$ cat src/rtl/seq_det_pkg.sv
// Shared definitions for the serial pattern detector session controller.
// Holds the one-hot state encoding, default widths and the length clamp helper.
// Contents: ST_* localparams, state_t, DEF_* widths, LEN_W, clamp_len().
package seq_det_pkg;

  // Default widths for the pattern history, hit counter and idle timer.
  localparam int DEF_PAT_W = 8;
  localparam int DEF_CNT_W = 8;
  localparam int DEF_TMO_W = 16;

  // Width of the pattern length field and of the fill counter.
  localparam int LEN_W = 4;

  // One-hot state encodings.
  localparam logic [3:0] ST_IDLE = 4'b0001;
  localparam logic [3:0] ST_ARM  = 4'b0010;
  localparam logic [3:0] ST_RUN  = 4'b0100;
  localparam logic [3:0] ST_DONE = 4'b1000;

  typedef enum logic [3:0] {
    S_IDLE = ST_IDLE,
    S_ARM  = ST_ARM,
    S_RUN  = ST_RUN,
    S_DONE = ST_DONE
  } state_t;

  // A zero length is treated as one bit; anything longer than the history
  // register is cut down to the history width.
  function automatic logic [LEN_W-1:0] clamp_len(input logic [LEN_W-1:0] len,
                                                 input logic [LEN_W-1:0] max_len);
    if (len == '0) begin
      return LEN_W'(1);
    end else if (len > max_len) begin
      return max_len;
    end else begin
      return len;
    end
  endfunction

endpackage

$ cat src/rtl/seq_shift_match.sv
// Bit history shift register, fill counter and masked pattern compare.
// Latency: o_match_n is combinational for the bit being shifted this cycle.
// Backpressure: none here; the caller only raises i_shift_en on an accepted bit.
// Ports: i_clk/i_rst (sync, active high), i_shift_en/i_bit (shift one bit),
//        i_clr (clear history and fill), i_overlap (0 = restart fill on hit),
//        i_len/i_pattern (active length and pattern), o_match_n (match for
//        the shifted bit), o_hist/o_fill (registered history and fill).
module seq_shift_match
  import seq_det_pkg::*;
#(
  parameter int PAT_W = DEF_PAT_W
) (
  input  logic             i_clk,
  input  logic             i_rst,
  input  logic             i_shift_en,
  input  logic             i_bit,
  input  logic             i_clr,
  input  logic             i_overlap,
  input  logic [LEN_W-1:0] i_len,
  input  logic [PAT_W-1:0] i_pattern,
  output logic             o_match_n,
  output logic [PAT_W-1:0] o_hist,
  output logic [LEN_W-1:0] o_fill
);

  logic [PAT_W-1:0] r_hist;
  logic [LEN_W-1:0] r_fill;

  logic [PAT_W-1:0] w_hist_n;
  logic [LEN_W-1:0] w_fill_n;
  logic [PAT_W-1:0] w_mask;
  logic             w_match;

  // Newest bit enters at bit 0, so the first pattern bit ends up at [len-1].
  assign w_hist_n = {r_hist[PAT_W-2:0], i_bit};

  // Fill counts valid history bits and stops at the active length.
  assign w_fill_n = (r_fill >= i_len) ? i_len : (r_fill + LEN_W'(1));

  // Only the low len bits of history and pattern take part in the compare.
  always_comb begin
    w_mask = '0;
    for (int i = 0; i < PAT_W; i++) begin
      w_mask[i] = (LEN_W'(i) < i_len);
    end
  end

  assign w_match   = (w_fill_n == i_len) && (((w_hist_n ^ i_pattern) & w_mask) == '0);
  assign o_match_n = i_shift_en & w_match;

  always_ff @(posedge i_clk) begin
    if (i_rst || i_clr) begin
      r_hist <= '0;
      r_fill <= '0;
    end else if (i_shift_en) begin
      r_hist <= w_hist_n;
      // Non-overlapping mode needs a full fresh pattern after every hit.
      r_fill <= (w_match && !i_overlap) ? '0 : w_fill_n;
    end
  end

  assign o_hist = r_hist;
  assign o_fill = r_fill;

endmodule

$ cat src/rtl/seq_det_ctrl.sv
// Session controller: latches pattern/config, paces bits in, counts hits.
// Latency: hit_pulse and hit_count update one cycle after the accepting edge.
// Backpressure: o_bit_ready is high only in RUN; bits are taken on valid & ready.
// Ports: i_clk/i_rst (sync, active high); i_cfg_* session configuration,
//        start and abort; i_bit_valid/i_bit_data with o_bit_ready for the bit
//        stream; o_busy, o_hit_pulse, o_hit_count, o_done, o_timed_out status.
module seq_det_ctrl
  import seq_det_pkg::*;
#(
  parameter int PAT_W = DEF_PAT_W,
  parameter int CNT_W = DEF_CNT_W,
  parameter int TMO_W = DEF_TMO_W
) (
  input  logic             i_clk,
  input  logic             i_rst,
  input  logic             i_cfg_start,
  input  logic             i_cfg_abort,
  input  logic [PAT_W-1:0] i_cfg_pattern,
  input  logic [3:0]       i_cfg_len,
  input  logic             i_cfg_overlap,
  input  logic [CNT_W-1:0] i_cfg_hit_target,
  input  logic [TMO_W-1:0] i_cfg_timeout,
  input  logic             i_bit_valid,
  input  logic             i_bit_data,
  output logic             o_bit_ready,
  output logic             o_busy,
  output logic             o_hit_pulse,
  output logic [CNT_W-1:0] o_hit_count,
  output logic             o_done,
  output logic             o_timed_out
);

  state_t r_state;
  state_t w_state_n;

  // Latched session configuration.
  logic [PAT_W-1:0] r_pattern;
  logic [LEN_W-1:0] r_len;
  logic             r_overlap;
  logic [CNT_W-1:0] r_target;
  logic [TMO_W-1:0] r_timeout;

  logic [CNT_W-1:0] r_hit_count;
  logic             r_hit_pulse;
  logic             r_timed_out;
  logic [TMO_W-1:0] r_tmo_cnt;

  logic             w_latch;
  logic             w_arm;
  logic             w_shift;
  logic             w_match_n;
  logic             w_hit;
  logic             w_tmo_inc;
  logic             w_set_tmo;
  logic [CNT_W-1:0] w_cnt_n;
  logic [TMO_W-1:0] w_tmo_n;
  logic [PAT_W-1:0] w_hist;
  logic [LEN_W-1:0] w_fill;
  logic             w_unused;

  // Abort discards the bit offered in the same cycle, so it never shifts.
  assign w_shift = (r_state == S_RUN) && i_bit_valid && !i_cfg_abort;

  assign w_cnt_n = (&r_hit_count) ? r_hit_count : (r_hit_count + CNT_W'(1));
  assign w_tmo_n = r_tmo_cnt + TMO_W'(1);

  seq_shift_match #(
    .PAT_W(PAT_W)
  ) u_shift_match (
    .i_clk      (i_clk),
    .i_rst      (i_rst),
    .i_shift_en (w_shift),
    .i_bit      (i_bit_data),
    .i_clr      (w_arm),
    .i_overlap  (r_overlap),
    .i_len      (r_len),
    .i_pattern  (r_pattern),
    .o_match_n  (w_match_n),
    .o_hist     (w_hist),
    .o_fill     (w_fill)
  );

  // History and fill are only of interest when probing the sub-block.
  assign w_unused = ^{w_hist, w_fill};

  always_ff @(posedge i_clk) begin
    if (i_rst) begin
      r_state <= S_IDLE;
    end else begin
      r_state <= w_state_n;
    end
  end

  always_comb begin
    w_state_n = r_state;
    w_latch   = 1'b0;
    w_arm     = 1'b0;
    w_hit     = 1'b0;
    w_tmo_inc = 1'b0;
    w_set_tmo = 1'b0;
    unique case (r_state)
      S_IDLE: begin
        if (i_cfg_start) begin
          w_latch   = 1'b1;
          w_state_n = S_ARM;
        end
      end
      S_ARM: begin
        w_arm     = 1'b1;
        w_state_n = i_cfg_abort ? S_IDLE : S_RUN;
      end
      S_RUN: begin
        if (i_cfg_abort) begin
          w_state_n = S_IDLE;
        end else if (i_bit_valid) begin
          if (w_match_n) begin
            w_hit = 1'b1;
            if ((r_target != '0) && (w_cnt_n == r_target)) begin
              w_state_n = S_DONE;
            end
          end
        end else begin
          // An accepted bit clears the idle timer, so timeout and hit never coincide.
          w_tmo_inc = 1'b1;
          if ((r_timeout != '0) && (w_tmo_n == r_timeout)) begin
            w_set_tmo = 1'b1;
            w_state_n = S_DONE;
          end
        end
      end
      S_DONE: begin
        w_state_n = S_IDLE;
      end
      default: begin
        w_state_n = S_IDLE;
      end
    endcase
  end

  always_ff @(posedge i_clk) begin
    if (i_rst) begin
      r_pattern <= '0;
      r_len     <= LEN_W'(1);
      r_overlap <= 1'b0;
      r_target  <= '0;
      r_timeout <= '0;
    end else if (w_latch) begin
      r_pattern <= i_cfg_pattern;
      r_len     <= clamp_len(i_cfg_len, LEN_W'(PAT_W));
      r_overlap <= i_cfg_overlap;
      r_target  <= i_cfg_hit_target;
      r_timeout <= i_cfg_timeout;
    end
  end

  always_ff @(posedge i_clk) begin
    if (i_rst) begin
      r_hit_count <= '0;
      r_hit_pulse <= 1'b0;
      r_timed_out <= 1'b0;
      r_tmo_cnt   <= '0;
    end else begin
      r_hit_pulse <= w_hit;
      if (w_arm) begin
        r_hit_count <= '0;
        r_timed_out <= 1'b0;
        r_tmo_cnt   <= '0;
      end else begin
        if (w_hit) begin
          r_hit_count <= w_cnt_n;
        end
        if (w_set_tmo) begin
          r_timed_out <= 1'b1;
        end
        if (w_shift) begin
          r_tmo_cnt <= '0;
        end else if (w_tmo_inc) begin
          r_tmo_cnt <= w_tmo_n;
        end
      end
    end
  end

  assign o_bit_ready = (r_state == S_RUN);
  assign o_busy      = (r_state != S_IDLE);
  assign o_done      = (r_state == S_DONE);
  assign o_hit_pulse = r_hit_pulse;
  assign o_hit_count = r_hit_count;
  assign o_timed_out = r_timed_out;

endmodule
$ cat config.mk
export PLATFORM = sky130hd
export DESIGN_NAME = seq_det_ctrl
export DESIGN_NICKNAME = d
export VERILOG_FILES = /design/src/rtl/seq_det_pkg.sv /design/src/rtl/seq_shift_match.sv /design/src/rtl/seq_det_ctrl.sv
export SDC_FILE = /design/constraint.sdc
export NUM_CORES = 1
export LEC_CHECK = 0
export ABC_AREA = 1
export CORE_ASPECT_RATIO = 1.4
export CORE_UTILIZATION = 56
export CTS_CLUSTER_DIAMETER = 200
export DETAILED_ROUTE_END_ITERATION = 6
export PLACE_DENSITY_LB_ADDON = 0.15
export SLEW_MARGIN = 20
export SYNTH_ARGS = -nofsm -noshare
export SYNTH_HDL_FRONTEND = slang
export SYNTH_SLANG_ARGS = --single-unit
$ cat constraint.sdc
create_clock -name i_clk -period 2.26 [get_ports i_clk]
set_input_delay 0.226 -clock i_clk [delete_from_list [all_inputs] [get_ports i_clk]]
set_output_delay 0.226 -clock i_clk [all_outputs]
set_load 0.005 [all_outputs]
==> results of run 1 <==
-- kinds of logic after synthesis --
family | count (synthesis) | share of synthesized area [%]
buf+inv | 107 | 9.632
simple gates | 311 | 32.80
compound gates | 129 | 16.43
flops | 78 | 35.35
xor+xnor | 16 | 3.796
fa+ha+maj | 7 | 1.983
-- flip-flops by register name, indices dropped and copies added, names as in the netlist --
register              cells
r_overlap                 1
r_timeout                16
o_hit_pulse               1
r_tmo_cnt                16
r_state                   4
r_target                  8
r_pattern                 8
o_hit_count               8
o_timed_out               1
u_shift_match.o_fill      4
r_len                     4
u_shift_match.o_hist      7
-- routing by layer --
layer  track usage [%]  up-vias  share of wire (%)  wire (um)
met2             50.06      127                 49       5551
met3             5.362       25                4.5        501
met5                 0        -                  0          0
met1             33.42     1970                 44       4936
met4             13.61        0                2.2        252
li1                  -     2264                  -          -
-- worst reg2reg max path, delay by kind of cell (launching register included) --
family	cells	cell delay, ps
flops	1	380
fa+ha+maj	1	210
simple gates	13	1400
-- power groups by stage --
stage | Sequential, W | Clock, W | Combinational, W
6_report | 0.00156 | 0.000970 | 0.000797
5_1_grt | 0.00157 | 0.00105 | 0.000894
4_1_cts | 0.00156 | 0.000984 | 0.000768
3_5_place_dp | 0.00159 | 0 | 0.000763
3_3_place_gp | 0.00159 | 0 | 0.000746
2_1_floorplan | 0.00157 | 0 | 0.000509
-- layout make-up --
class | count | area [sq um]
fillers | 661 | 2302
well taps | 100 | 125.1
multi-input cells | 463 | 2481
clock buffers | 13 | 168.9
flip-flops and latches | 78 | 1574
clock inverters | 1 | 5.005
repair buffers | 70 | 700.7
inverters | 92 | 345.3
-- cells in the mapped netlist --
library cell	number	area [sq um]
a21oi_2	1	8.760
nor2_4	7	78.83
nor4_1	1	6.260
o21a_1	1	7.510
buf_6	2	22.52
xnor2_1	5	43.79
nand2_4	2	22.52
o22ai_1	6	37.54
a211oi_2	2	25.02
o21ai_1	10	50.05
xnor3_1	2	45.04
nor3_2	3	30.03
nor2_1	70	262.8
o21ai_0	48	240.2
clkinv_1	1	3.750
dfxtp_1	78	1562
a21boi_1	1	7.510
buf_4	1	7.510
nand2_2	8	50.05
a21oi_1	43	215.2
ha_1	7	87.58
nand4_1	20	125.1
o211ai_1	2	15.01
a211oi_1	9	67.56
nand3_2	6	60.06
o21bai_1	1	7.510
o2111ai_1	5	43.79
inv_2	12	45.04
nand2_1	140	525.5
or2_2	1	6.260
nor2_2	7	43.79
buf_2	4	20.02
xor2_1	9	78.83
clkbuf_1	8	30.03
inv_1	79	296.5
nand3_1	45	225.2
nor3b_2	1	12.51
-- through the flow --
step / utilization, % / setup WS, ps / power (W)
final: 70.11 / 177.6 / 0.003325
after global routing: 70.11 / 2.878 / 0.003512
after CTS: 68.73 / 61.56 / 0.003310
after detailed placement: 66.47 / 42.75 / 0.002350
after global placement: 66.47 / 143.1 / 0.002333
after floorplan: - / 372.4 / 0.002080
-- worst min-delay path by stage --
stage | to | cells past startpoint
after floorplan | r_state[3] | 1
after global placement | r_overlap | 2
after detailed placement | r_overlap | 2
after CTS | r_pattern[0] | 3
after global routing | r_pattern[0] | 3
final | r_len[1] | 3
-- what timing repair did --
item                       CTS  global route
buffers inserted             0             4
resized for setup            1            19
setup endpoints to repair    1            15
pin swaps                    0             4
==> run_results.csv, run 1 <==
group,metric,value,unit
floorplanning,core,0.007702,sq mm
detailed_routing,vias,4386,
timing,fmax,480.2,MHz
clocking,holdBufCountCts,0,
detailed_routing,dr.pass1.iters,5,
floorplanning,ios,56,
placed_design,place_area,0.005120,sq mm
global_route,grt_pass1_wl,18540,um
final_layout,nets,764,
timing,setup_viol,0,
floorplanning,die_h,107.1,um
timing,finClkSkew,7.974,ps
detailed_routing,wl_per_cell,13.76,um
power,combPwrFrac,24.0,%
final_layout,instances_no_fill,817,
clocking,cts.clk_slew.worst_paths,80,ps
global_route,grt_overflow,0,
timing,final_hold_viol_count,0,
hold_path,hold_path.class,"primary input to flop",
worst_setup_path,cp_num_cells,14,
hold_path,hp-start,"i_cfg_len[1]",
power,p_int,0.002298,W
worst_setup_path,startpoint_type,"flop",
synthesis,mappedNetlistArea,0.004417,sq mm
synthesis,ys_types,37,
floorplanning,start_util,57.34,%
worst_setup_path,rr_worst_depth,14,
global_route,grt_use_total,28.60,%
detailed_routing,drt_iter0_drc,236,
power,p_sw_share,30.89,%
placed_design,gp_congestion,0.9469,
detailed_routing,post-route-drc-count,0,
worst_setup_path,path_cells,"ha_2 -> nand2_2 -> nor2_4 -> nand3_1 -> nand3_1 -> nand2_1 -> nor2_1 -> nand3_1 -> nor2_1 -> nand2_1 -> nand2_1 -> nand3_2 -> nor2_2 -> nor2_1",
power,p_sw,0.001027,W
final_layout,antenna_cells,0,
final_layout,mostFrequentLayoutCells,"137 x nand2_1, 79 x inv_1, 72 x dfxtp_1, 69 x nor2_1, 55 x clkdlybuf4s50_1",
timing,grt_setup_unrepaired,"false",
clocking,htree_levels,3,
worst_setup_path,r2r-end,"r_state[2]",
power,p_per_area,615.7,mW/mm^2
detailed_routing,vias_per_cell,5.368,
floorplanning,fp.dieW,77.06,um
placed_design,portBuffers,55,
power,pwr-share-seq,46.9,%
worst_setup_path,cp_max_fo,6,
timing,setup_tns,0,ps
final_layout,drive_gt1_share,12.97,%
synthesis,netlist_instances,648,
worst_setup_path,crit_required,2530,ps
floorplanning,fp.dieArea,0.008251,sq mm
synthesis,syn_avg_cell_area,6.816,sq um
worst_setup_path,crit_family,"simple AND/OR/NAND/NOR gates",
worst_setup_path,worst_ep_arrival_time,2350,ps
synthesis,ys_seq_area_share,35.35,%
placed_design,dpl.hpwl,8057,um
worst_setup_path,endpoint,"r_state[2]",
power,clkPwrFrac,29.2,%
final_layout,mostFrequentLayoutCell,"nand2_1",
clocking,cts_max_path_buffers,2,
timing,drv_slew,0,
power,peakVddDrop,0.3959,mV
timing,fin_hold_ws,450.8,ps
final_layout,syn_to_final_growth,22.27,%
timing,worst_pin_slew,448.2,ps
run,max_cap_viol_count,0,
detailed_routing,drt-total-wl,11240,um
timing,period_share,92.14,%
timing,period_minus_slack,2082,ps
clocking,tritoncts,"yes",
synthesis,yosysWarnings,0,
clocking,cts-root-buf,"clkbuf_8",
timing,slew_headroom,70.08,%
worst_setup_path,path_buf_inv,0,
clocking,clock_latency,370,ps
global_route,grt_pass1_vias,4252,
worst_setup_path,slowest_delay,380,ps
global_route,grt_max_degree,46,
detailed_routing,ant_nets,0,
worst_setup_path,r2r-start,"o_hit_count[1]",
clocking,clock-sinks,78,
clocking,cts_buffers,9,
global_route,antenna_found_initial,0,
worst_setup_path,critPathSlowestCell,"dfxtp_2",
final_layout,final_area,0.005400,sq mm
worst_setup_path,end_kind,"flop",
worst_setup_path,r2r_slack,180,ps
placed_design,dp.cells,799,
floorplanning,rows,38,
synthesis,ys_ff_latch,78,
synthesis,syn_nets,698,
status,status,"finished clean",
power,p_leak,2.315,nW
worst_setup_path,crit_start,"o_hit_count[1]",
worst_setup_path,crit_type,"flop to flop",
Note: power is estimated with default switching activity, not from simulation.
==> run 2, diff against run 1 <==
CTS_CLUSTER_DIAMETER = 40   (was 200)
GPL_TIMING_DRIVEN = 1   (was default)
==> results of run 2 <==
No change in the layout: final DEF, timing and power equal those of run 1.
==> run 3, diff against run 2 <==
ABC_CLOCK_PERIOD_IN_PS = 2400   (was default)
CORE_UTILIZATION = 60   (was 56)
clock period = 2.4 ns   (was 2.26 ns; I/O delays follow)
==> run 3 against run 2 <==
Setup slack gained 19 ps; power shrank 0.82%; via count grew 0.98%; flip-flop and latch count is the same; sequential share of layout area grew 0.22 points; critical endpoint is now o_hit_count[4]; global-route usage grew 1.8 points; non-clock buffer count shrank 5; critical path type unchanged; hold slack gained 9.0 ps; largest cell class unchanged; die area shrank 6.5%.
==> run_results.csv, run 3 (synthesis gave the netlist of run 1 again) <==
group,metric,value,unit
global_route,antenna_found_initial,0,
timing,grt_setup_unrepaired,"false",
worst_setup_path,crit_required,2650,ps
clocking,cts.clk_slew.worst_paths,90,ps
global_route,grt_max_degree,37,
timing,worst_pin_slew,442.3,ps
hold_path,hold_path.class,"flop to flop",
global_route,grt_pass1_wl,18440,um
placed_design,portBuffers,55,
placed_design,dpl.hpwl,8164,um
worst_setup_path,cp_max_fo,16,
global_route,grt_use_total,30.42,%
floorplanning,fp.dieArea,0.007713,sq mm
final_layout,nets,759,
placed_design,dp.cells,793,
power,p_leak,2.295,nW
detailed_routing,vias,4429,
detailed_routing,drt_iter0_drc,273,
clocking,cts_setup_buffers,0,
timing,fmax,453.9,MHz
clocking,clock_latency,360,ps
floorplanning,die_h,103.5,um
global_route,grt_overflow,0,
floorplanning,fp.dieW,74.51,um
clocking,cts_max_path_buffers,2,
timing,setup_viol,0,
run,max_cap_viol_count,0,
detailed_routing,drt-total-wl,11120,um
worst_setup_path,crit_type,"flop to flop",
timing,slew_headroom,70.47,%
timing,period_share,91.81,%
clocking,clock-sinks,78,
worst_setup_path,critPathSlowestCell,"dfxtp_1",
worst_setup_path,worst_ep_arrival_time,2450,ps
worst_setup_path,startpoint_type,"flop",
clocking,holdBufCountCts,0,
floorplanning,core,0.007027,sq mm
placed_design,gp_congestion,0.9555,
timing,final_hold_viol_count,0,
clocking,cts-root-buf,"clkbuf_8",
clocking,cts_buffers,9,
final_layout,mostFrequentLayoutCell,"nand2_1",
floorplanning,start_util,62.86,%
detailed_routing,post-route-drc-count,0,
clocking,tritoncts,"yes",
timing,period_minus_slack,2203,ps
final_layout,antenna_cells,0,
status,status,"finished clean",
worst_setup_path,path_cells,"inv_1 -> ha_1 -> inv_1 -> nand2_1 -> nand2_1 -> nand2_1 -> nand2_2 -> nand4_1 -> nand2_1 -> nor2_1 -> nand2_1 -> nor2_4 -> nand2_4 -> o21ai_0 -> a21oi_1",
detailed_routing,ant_nets,0,
placed_design,place_area,0.005094,sq mm
timing,setup_tns,0,ps
final_layout,reg_top3,"r_timeout x16, r_tmo_cnt x16",
clocking,htree_levels,3,
worst_setup_path,slowest_delay,450,ps
detailed_routing,wl_per_cell,13.74,um
power,peakVddDrop,0.4265,mV
floorplanning,rows,36,
final_layout,instances_no_fill,809,
detailed_routing,dr.pass1.iters,5,
worst_setup_path,crit_path_frequent_cell,"nand2_1",
global_route,grt_pass1_vias,4323,
timing,drv_slew,0,
power,p_per_area,620.1,mW/mm^2
floorplanning,ios,56,
final_layout,drive_gt1_share,10.78,%
final_layout,syn_to_final_growth,20.40,%
final_layout,mostFrequentLayoutCells,"140 x nand2_1, 79 x inv_1, 78 x dfxtp_1, 70 x nor2_1, 55 x clkdlybuf4s50_1",
timing,finClkSkew,13.86,ps
worst_setup_path,end_kind,"flop",
final_layout,final_area,0.005318,sq mm
detailed_routing,vias_per_cell,5.475,
clocking,ctsResizeCount,0,
-- run 3: changes by cell type in the layout (fill, tap and decap cells not counted), moves of 2 or more --
cell,delta
buf_12,-2
ha_1,+2
nand2_2,-2
nand3_1,+2
clkbuf_8,-3
buf_4,-3
nand2_1,+3
dfxtp_1,+6
dfxtp_2,-4
nand3_2,-2
dfxtp_4,-2
bufinv_16,+2
clkinv_4,+2
-- run 3: cell type report --
| type | count | area, sq um |
|---|---|---|
| tap | 95 | 118.9 |
| multi-input combinational | 463 | 2434 |
| inverter | 92 | 345.3 |
| clock buffer | 9 | 123.9 |
| timing repair buffer | 65 | 638.1 |
| fill | 583 | 1709 |
| sequential | 78 | 1562 |
| clock inverter | 7 | 96.34 |
-- run 3: final timing paths --
kind | start | end | slack (ps) | depth (start not counted)
setup reg to reg | u_shift_match.o_fill[0] | o_hit_count[4] | 200 | 15
setup / recovery | u_shift_match.o_fill[0] | o_hit_count[4] | 200 | 15
hold reg to reg | r_overlap | r_overlap | 460 | 2
hold / removal | r_overlap | r_overlap | 460 | 2
-- run 3: routing by layer --
layer | vias to the layer above | share of wire (%) | routed length (um) | GRT usage [%]
met4 | 0 | 3.3 | 366 | 15.50
li1 | 2250 | - | - | -
met5 | - | 0 | 0 | 0
met2 | 155 | 49 | 5503 | 50.45
met3 | 39 | 5.3 | 587 | 4.864
met1 | 1985 | 42 | 4661 | 36.82
-- run 3: critical path: cells and delay by family, from the launching register on --
| kind | cells | cell delay (ps) |
|---|---|---|
| AND/OR/NAND/NOR | 10 | 940 |
| adder cells (fa/ha/maj) | 1 | 290 |
| buffers and inverters | 2 | 150 |
| flip-flops | 1 | 450 |
| AO/OA/AOI/OAI | 2 | 260 |
-- run 3: power breakdown --
part / total, W / switching [W] / internal [W]
clock network: 0.00111 / 0.000517 / 0.000589
registers: 0.00147 / 0.0000737 / 0.00140
logic: 0.000720 / 0.000422 / 0.000298
total: 0.00330 / 0.00101 / 0.00228
-- run 3: through the flow --
| stage | total power, W | utilization (%) | setup slack [ps] | hold WS [ps] |
|---|---|---|---|---|
| floorplan | 0.001959 | - | 512.4 | 309.0 |
| global placement | 0.002188 | 72.49 | 239.9 | 447.5 |
| detailed placement | 0.002205 | 72.49 | 190.4 | 452.7 |
| CTS | 0.003297 | 75.62 | 117.0 | 456.0 |
| global route | 0.003461 | 75.68 | 8.728 | 485.8 |
| finish | 0.003298 | 75.68 | 196.7 | 459.8 |
